===== src/rtl/temp_link_rx_if.sv =====
// temp_link_rx_if: ESP32 link pins (ack, db) toward the receiver and its outputs (temp, temp_valid, frame_err, stale)
interface temp_link_rx_if;
  logic ack;
  logic [2:0] db;
  logic [5:0] temp;
  logic temp_valid;
  logic frame_err;
  logic stale;
  modport master (output ack, db, input temp, temp_valid, frame_err, stale);
  modport slave (input ack, db, output temp, temp_valid, frame_err, stale);
endinterface


===== src/rtl/temp_link_rx.sv =====
// temp_link_rx: synchronise/deglitch ESP32 3-bit link and assemble two chunks into 6-bit temp (clk, rst, link.slave: ack/db in; temp/temp_valid/frame_err/stale out)
module temp_link_rx #(
  parameter int STABLE_CYCLES = 4,
  parameter int TIMEOUT_CYCLES = 1_000_000,
  parameter int STALE_CYCLES = 50_000_000
) (
  input logic clk,
  input logic rst,
  temp_link_rx_if.slave link
);
  localparam int FW = $clog2(STABLE_CYCLES + 1);
  localparam int TW = $clog2(TIMEOUT_CYCLES + 1);
  localparam int SW = $clog2(STALE_CYCLES + 1);
  localparam logic [FW-1:0] F_MAX = FW'(STABLE_CYCLES - 1);
  localparam logic [TW-1:0] T_MAX = TW'(TIMEOUT_CYCLES - 1);
  localparam logic [SW-1:0] S_MAX = SW'(STALE_CYCLES);
  typedef enum logic {IDLE, WAIT_LO} state_t;
  state_t state, state_nx;
  logic ack_s1, ack_sync, ack_filt, ack_filt_d;
  logic [2:0] db_s1, db_sync, chunk, hi;
  logic [FW-1:0] fcnt;
  logic [TW-1:0] tcnt;
  logic [SW-1:0] scnt;
  logic flip, strobe, timeout, load_hi, valid_nx, err_nx;
  assign flip = ack_sync != ack_filt && fcnt == F_MAX;
  assign strobe = ack_filt & ~ack_filt_d;
  assign timeout = tcnt == T_MAX;
  assign link.stale = scnt == S_MAX;
  always_ff @(posedge clk) begin
    if (rst) begin
      ack_s1 <= 1'b0;
      ack_sync <= 1'b0;
      db_s1 <= '0;
      db_sync <= '0;
      ack_filt <= 1'b0;
      ack_filt_d <= 1'b0;
      fcnt <= '0;
      chunk <= '0;
    end else begin
      ack_s1 <= link.ack;
      ack_sync <= ack_s1;
      db_s1 <= link.db;
      db_sync <= db_s1;
      ack_filt_d <= ack_filt;
      fcnt <= (ack_sync == ack_filt || flip) ? '0 : fcnt + 1'b1;
      if (flip) ack_filt <= ack_sync;
      if (flip && ack_sync) chunk <= db_sync;
    end
  end
  always_ff @(posedge clk)
    state <= rst ? IDLE : state_nx;
  always_comb
    state_nx = strobe ? (state == IDLE ? WAIT_LO : IDLE) : (state == WAIT_LO && timeout ? IDLE : state);
  always_comb begin
    load_hi = state == IDLE && strobe;
    valid_nx = state == WAIT_LO && strobe;
    err_nx = state == WAIT_LO && !strobe && timeout;
  end
  always_ff @(posedge clk) begin
    if (rst) begin
      hi <= '0;
      tcnt <= '0;
      scnt <= S_MAX;
      link.temp <= '0;
      link.temp_valid <= 1'b0;
      link.frame_err <= 1'b0;
    end else begin
      if (load_hi) hi <= chunk;
      tcnt <= load_hi ? '0 : state == WAIT_LO ? tcnt + 1'b1 : tcnt;
      scnt <= link.temp_valid ? '0 : scnt == S_MAX ? scnt : scnt + 1'b1;
      if (valid_nx) link.temp <= {hi, chunk};
      link.temp_valid <= valid_nx;
      link.frame_err <= err_nx;
    end
  end
endmodule


===== src/flat_wrapper.sv =====
// flat-port wrapper written by rule: the top's interface ports become plain ports
module temp_link_rx_flat 
#(
  parameter int STABLE_CYCLES = 4,
  parameter int TIMEOUT_CYCLES = 1_000_000,
  parameter int STALE_CYCLES = 50_000_000
)
  (clk, rst, link_ack, link_db, link_temp, link_temp_valid, link_frame_err, link_stale);
  temp_link_rx_if link_i ();
  input logic clk;
  input logic rst;
  input wire logic [$bits(link_i.ack)-1:0] link_ack;
  input wire logic [$bits(link_i.db)-1:0] link_db;
  output wire logic [$bits(link_i.temp)-1:0] link_temp;
  output wire logic [$bits(link_i.temp_valid)-1:0] link_temp_valid;
  output wire logic [$bits(link_i.frame_err)-1:0] link_frame_err;
  output wire logic [$bits(link_i.stale)-1:0] link_stale;
  assign link_i.ack = link_ack;
  assign link_i.db = link_db;
  assign link_temp = link_i.temp;
  assign link_temp_valid = link_i.temp_valid;
  assign link_frame_err = link_i.frame_err;
  assign link_stale = link_i.stale;
  temp_link_rx #(.STABLE_CYCLES(STABLE_CYCLES), .TIMEOUT_CYCLES(TIMEOUT_CYCLES), .STALE_CYCLES(STALE_CYCLES)) u_core (.clk(clk), .rst(rst), .link(link_i));
endmodule

===== config.mk =====
export PLATFORM = sky130hd
export DESIGN_NAME = temp_link_rx_flat
export DESIGN_NICKNAME = d
export VERILOG_FILES = /design/src/rtl/temp_link_rx_if.sv /design/src/rtl/temp_link_rx.sv /design/src/flat_wrapper.sv
export SDC_FILE = /design/constraint.sdc
export NUM_CORES = 1
export LEC_CHECK = 0
export CORE_UTILIZATION = 55
export CTS_CLUSTER_DIAMETER = 120
export DETAILED_ROUTE_END_ITERATION = 8
export GPL_TIMING_DRIVEN = 0
export PLACE_DENSITY = 0.73
export SYNTH_ARGS = -nofsm -noshare
export SYNTH_HDL_FRONTEND = slang
export SYNTH_SLANG_ARGS = --single-unit

===== constraint.sdc =====
create_clock -name clk -period 4.02 [get_ports clk]
set_input_delay 0.402 -clock clk [delete_from_list [all_inputs] [get_ports clk]]
set_output_delay 0.402 -clock clk [all_outputs]
set_load 0.02 [all_outputs]

==> qor.yml, run 1 <==
worst_setup_path:
  worstReg2RegEnd: "u_core.tcnt[19]$_SDFFE_PP0P_"
  ff2ff_setup_slack_ps: 2150
  critical-path-slowest-cell: "clkdlybuf4s50_1"
  worst_setup_path_end_kind: "primary output"
  reg2reg_launch_point: "u_core.tcnt[3]$_SDFFE_PP0P_"
  crit_type: "reg -> out"
  cp_buf_inv_count: 1
  critical_path.top_delay_family: "simple AND/OR/NAND/NOR gates"
  critical_path_required_ps: 3620
  cp-start-kind: "register"
  r2r.worst_path.cells: 5
  worst_ep_arrival_time_ps: 2510
  cp_cell_sequence: "nand4_2 -> or3_4 -> nor4_4 -> clkdlybuf4s50_1"
  peak_fanout_along_the_critical_path: 6
  cpPeakStageDelay_ps: 690
clock_tree:
  cts_bufs_inserted: 9
  cts-hold-fix-buffers: 0
  cts.htree.levels: 3
  clk_pin_slew_ps: 70
  ctsRootBufferMaster: "clkbuf_8"
  worst_skew_pair.late_latency_ps: 350
  ctsLongestPathBuffers: 2
  postCtsSetupRepairBufs: 0
  tritoncts_num_sinks: 74
  cts_tree: "yes"
  cts-resized-gates: 0
yosys:
  post_synth_instance_area_um2: 3090
  netlist_instances: 329
  synth-warning-count: 0
  asyncSetResetFlopFracSynth_pct: 0
  netlist-cell-type-count: 40
  most_frequently_used_flop_master_after_synthesis: "dfxtp_1"
  synth_area_per_cell_um2: 9.38
  synth_edf_count: 0
  flip_flop_and_latch_count_after_synthesis: 74
  seq_area_frac_synth_pct: 48.0
  post_synthesis_net_count: 340
place:
  place_hpwl_mm: 3.86
  gpl.final_weighted_congestion: 0.762
  placed_cell_count: 413
  port-buffer-count: 14
sta:
  hold_violations: 0
  post-route-period-util_pct: 72.5
  final.min_clock_period_ps: 2910
  timing.fmax_mhz: 343
  worst-slew-pin-transition_ps: 675
  report.final.slew_viol_count: 0
  rsz0062_at_grt: "false"
  setup_tns_ps: 0
  worst_slew_margin_rel_pct: 54.8
  clock-skew-final_ps: 6.35
  setup-violations-final: 0
die:
  chipHeight_um: 76.9
  core.rowCount: 26
  boundary_pins: 15
  core_area_um2: 5270
  die_x_um: 76.9
  initial_utilization_pct: 58.6
  die_outline_area_um2: 5920
cells_and_area:
  commonest_cells_after_routing_fill_and_taps_aside: "dfxtp_1 (74), nor2_1 (50), xor2_1 (31), nand2_1 (19), nand3_1 (18)"
  insertedDiodeCount: 0
  post_route_cells_drive_above_1_share_pct: 8.36
  layout.nets: 365
  fillCellCount: 446
  layout.cells.non_filler: 429
  synthToLayoutAreaGrowth_pct: 15.5
  seqCellArea_um2: 1480
  area_occupied_by_multi_input_gates_um2: 1530
  layout.cells.most_common: "dfxtp_1"
grt:
  busiest_layer: "met2"
  met2_usage_pct: 36.7
  wire_length_of_the_first_global_routing_pass_mm: 10.2
  groute.usage.overall_pct: 22.1
  grt.met3_usage_pct: 6.90
  global_route.overflow_total: 0
  number_of_antenna_violations_at_the_first_check_in_global_routing: 0
  grtUsageMet1_pct: 26.4
  pin_count_of_the_biggest_net_entering_global_routing: 14
  grt_pass1_vias: 2266
detailed_routing:
  routed_wire_length_per_instance_um: 13.4
  via_count: 2278
  routed_wirelength_mm: 5.73
  initialDrtViolationCount: 146
  drtAntennaViolNets: 0
  post_drt_via_cell_ratio: 5.31
  drc: 0
  drt-pass1-iter-count: 4
hold_path:
  worst_hold_path.num_cells: 1
  worst_hold_path_type: "reg -> reg"
  min_from: "u_core.fcnt[0]$_SDFF_PP0_"
  holdPathEnd: "u_core.fcnt[0]$_SDFF_PP0_"
flow_run:
  drv_cap: 0
status:
  outcome: "complete, no violations"
pwr:
  power.static_leakage_uw: 0.00143
  power.ir.vdd_worst_uv: 233
  pwr_density_cell_nw_per_um2: 424
==> final cells by class <==
type	count	area share (%)
plain buffers	12	1.58
clock buffers	10	3.86
clock inverters	6	3.16
inverters	6	0.632
multi-input cells	237	42.8
flip-flops and latches	74	41.6
well taps	70	2.46
repair buffers	14	3.93
==> worst max-delay path by stage <==
stage	cells after the start	to	startpoint	slack [ps]
floorplan	3	link_stale	u_core.scnt[15]$_SDFFE_PP1P_	2180
global placement	4	link_stale	u_core.scnt[14]$_SDFFE_PP1P_	1510
detailed placement	4	link_stale	u_core.scnt[14]$_SDFFE_PP1P_	1480
CTS	4	link_stale	u_core.scnt[14]$_SDFFE_PP1P_	1080
global route	4	link_stale	u_core.scnt[14]$_SDFFE_PP1P_	990
finish	4	link_stale	u_core.scnt[14]$_SDFFE_PP1P_	1110
==> metal layers <==
layer,wire length [um],part of all wire (%)
met5,0,0
met4,73,1.3
met3,178,3.1
met2,2810,49
met1,2670,47
==> power by group <==
group          internal (uW)  switching, uW
clock network            431            278
registers                739           3.32
logic                   28.0           32.1
total                   1200            313
==> stage by stage <==
step	worst slack, ps	util, %	total power [uW]	hold slack [ps]	area (um2)
3_3_place_gp	1510	62.9	820	409	3310
4_1_cts	1080	67.6	1530	432	3560
6_report	1110	67.6	1510	426	3560
3_5_place_dp	1480	62.9	821	414	3310
2_1_floorplan	2180	-	801	399	3090
5_1_grt	991	67.6	1570	455	3560
==> registers in the layout (all words and copies together) (netlist names), 3 cells and up <==
signal            flops
u_core.scnt          26
u_core.tcnt          20
u_core.link.temp      6
u_core.chunk          3
u_core.db_s1          3
u_core.db_sync        3
u_core.fcnt           3
u_core.hi             3
==> cells in the mapped netlist, types with 2 or more instances <==
cell type / count / area, um2
a21oi_1: 7 / 35.0
nor3b_1: 2 / 15.0
clkbuf_1: 9 / 33.8
nand3_1: 18 / 90.1
mux2i_1: 12 / 120
or2_2: 3 / 18.8
dfxtp_1: 74 / 1480
and3_1: 4 / 25.0
nor2_1: 50 / 188
nand4_1: 16 / 100
nor2b_1: 10 / 62.6
nand3b_1: 2 / 15.0
o21ai_0: 5 / 25.0
nor4_1: 5 / 31.3
nor3_2: 2 / 20.0
nand2b_1: 3 / 18.8
nand2_1: 19 / 71.3
inv_1: 6 / 22.5
and4_1: 2 / 17.5
xor2_1: 31 / 272
nor3_1: 3 / 15.0
xnor2_1: 11 / 96.3
ha_1: 5 / 62.6
or3_1: 3 / 18.8
o21bai_1: 12 / 90.1
==> cells by family after synthesis <==
logic type	after synthesis	share of synthesized area, %
compound gates	25	5.11
xor+xnor	42	11.9
fa+ha+maj	5	2.03
buf+inv	18	2.55
flops	74	48.0
mux	12	3.89
simple gates	153	26.5
Note: power is estimated with default switching activity, not from simulation.
==> run 2: changes to the inputs <==
==> constraint.sdc (replaced) <==
create_clock -name clk -period 2.85 [get_ports clk]
set_input_delay 0.285 -clock clk [delete_from_list [all_inputs] [get_ports clk]]
set_output_delay 0.285 -clock clk [all_outputs]
set_load 0.02 [all_outputs]
==> run 2 against run 1 <==
Compared with the run above:
- combinational power up 48%
- non-clock buffer count unchanged
- die area unchanged
- setup slack lost 980 ps
- clock-buffer cell count stayed put
- power up 41%
- clock skew is essentially flat
- register-to-register slack lost 1200 ps
- clock power grew 41%
- worst hold slack worse by 2.5 ps
- first-iteration DRC count is 4.1% higher
- sequential share of layout area unchanged
- critical path type unchanged
==> qor.yml, run 2 (same netlist as run 1, synthesis figures left out) <==
status:
  outcome: "complete, no violations"
worst_setup_path:
  ff2ff_setup_slack_ps: 980
  reg2reg_launch_point: "u_core.tcnt[3]$_SDFFE_PP0P_"
  critical_path_cell_count: 6
  crit_type: "reg -> out"
  critical_path_required_ps: 2570
  critical-path-slowest-cell: "clkdlybuf4s50_1"
  cp_cell_sequence: "inv_1 -> ha_1 -> nor3b_1 -> nand3_1 -> nor4_4 -> clkdlybuf4s50_1"
  r2r.worst_path.cells: 5
  cpPeakStageDelay_ps: 690
  peak_fanout_along_the_critical_path: 5
  worst_ep_arrival_time_ps: 2430
  worst_setup_path_end_kind: "primary output"
  critical_path.startpoint: "u_core.scnt[0]$_SDFFE_PP0N_"
  critical_path.top_delay_family: "simple AND/OR/NAND/NOR gates"
  cp-start-kind: "register"
  cp_buf_inv_count: 2
grt:
  number_of_antenna_violations_at_the_first_check_in_global_routing: 0
  groute.usage.overall_pct: 22.1
  global_route.overflow_total: 0
  pin_count_of_the_biggest_net_entering_global_routing: 14
  wire_length_of_the_first_global_routing_pass_mm: 10.2
  grt_pass1_vias: 2266
sta:
  hold_violations: 0
  timing.fmax_mhz: 368
  rsz0062_at_grt: "false"
  report.final.slew_viol_count: 0
  setup_tns_ps: 0
  final.min_clock_period_ps: 2720
  post-route-period-util_pct: 95.4
  clock-skew-final_ps: 6.71
  worst-slew-pin-transition_ps: 667
  setup-violations-final: 0
  worst_slew_margin_rel_pct: 55.3
detailed_routing:
  routed_wirelength_mm: 5.75
  drc: 0
  post_drt_via_cell_ratio: 5.31
  via_count: 2277
  drtAntennaViolNets: 0
  routed_wire_length_per_instance_um: 13.4
  initialDrtViolationCount: 152
  drt-pass1-iter-count: 4
clock_tree:
  ctsLongestPathBuffers: 2
  tritoncts_num_sinks: 74
  ctsRootBufferMaster: "clkbuf_8"
  cts-resized-gates: 0
  cts-hold-fix-buffers: 0
  cts.htree.levels: 3
  cts_bufs_inserted: 9
  worst_skew_pair.late_latency_ps: 350
  clk_pin_slew_ps: 80
  cts_tree: "yes"
cells_and_area:
  biggestRegsByFlops: "u_core.scnt x26, u_core.tcnt x20, u_core.link.temp x6"
  max_ffs_per_register: 26
  commonest_cells_after_routing_fill_and_taps_aside: "dfxtp_1 (74), nor2_1 (50), xor2_1 (31), nand2_1 (19), nand3_1 (18)"
  synthToLayoutAreaGrowth_pct: 15.5
  layout.cells.most_common: "dfxtp_1"
  layout.nets: 365
  insertedDiodeCount: 0
  post_route_cells_drive_above_1_share_pct: 8.36
  finalInstanceArea_um2: 3560
  registers.top_by_ff_count: "u_core.scnt"
pwr:
  power.static_leakage_uw: 0.00143
  internal-power_uw: 1690
  p_sw_uw: 441
  pwr_density_cell_nw_per_um2: 599
  power.share.clock_pct: 46.8
  power.ir.vdd_worst_uv: 329
  logic_pwr_share_pct: 4.2
  finalPower_uw: 2140
  power.share.sequential_pct: 49.0
  switching_share_pct: 20.7
hold_path:
  worst_hold_path_type: "reg -> reg"
  worst_hold_path.num_cells: 1
  min_from: "u_core.fcnt[0]$_SDFF_PP0_"
place:
  place_hpwl_mm: 3.86
  gpl.final_weighted_congestion: 0.762
  postPlaceCellArea_um2: 3310
  port-buffer-count: 14
die:
  core_area_um2: 5270
  die_outline_area_um2: 5920
  initial_utilization_pct: 58.6
  chipHeight_um: 76.9
  core.rowCount: 26
  boundary_pins: 15
  die_x_um: 76.9
flow_run:
  drv_cap: 0
-- run 2: cell counts in the layout (fill, tap and decap cells not counted) --
No cell type changed its count.
-- run 2: timing repair --
item,CTS,global route
buffers inserted,0,0
endpoints found under the hold margin,0,0
setup endpoints to repair,0,1
-- run 2: final timing paths --
| path | to |
|---|---|
| worst max-delay path | link_stale |
| worst max register to register | u_core.tcnt[19]$_SDFFE_PP0P_ |
| worst min register to register | u_core.fcnt[0]$_SDFF_PP0_ |
| worst min-delay path | u_core.fcnt[0]$_SDFF_PP0_ |
-- run 2: area by class of cell --
| cell class | count | area [um2] |
|---|---|---|
| clock buffer | 10 | 138 |
| timing repair buffer | 14 | 140 |
| multi-input combinational | 237 | 1530 |
| sequential | 74 | 1480 |
| tap | 70 | 87.6 |
| inverter | 6 | 22.5 |
| buffer | 12 | 56.3 |
| clock inverter | 6 | 113 |
| fill | 446 | 1710 |
-- run 2: per-stage QoR --
step / hold slack, ps / utilization, % / setup slack (ps) / cells
detailed placement: 414 / 62.9 / 432 / 413
CTS: 432 / 67.6 / 31.1 / 429
global placement: 409 / 62.9 / 455 / 413
finish: 424 / 67.6 / 131 / 429
global route: 455 / 67.6 / 5.96 / 429
floorplan: 399 / - / 1020 / 329
-- run 2: power by group through the flow --
stage	logic (uW)	registers, uW	clock network (uW)
after floorplan	58.7	1070	0
after global placement	84.5	1070	0
after detailed placement	86.2	1070	0
after CTS	86.4	1050	1020
after global routing	97.1	1050	1070
final	89.2	1050	999
-- run 2: metal layers --
layer,wire (um),vias up,track usage (%)
li1,-,1172,-
met1,2700,1072,26.4
met2,2820,26,36.7
met3,160,7,6.90
met4,68,0,9.04
met5,0,-,0
-- run 2: worst register-to-register path: stages (launching register included) --
cell	delay, ps
dfxtp_1	390
nand4_1	170
nor2_1	420
nand2_1	180
or4_1	520
a21oi_1	140
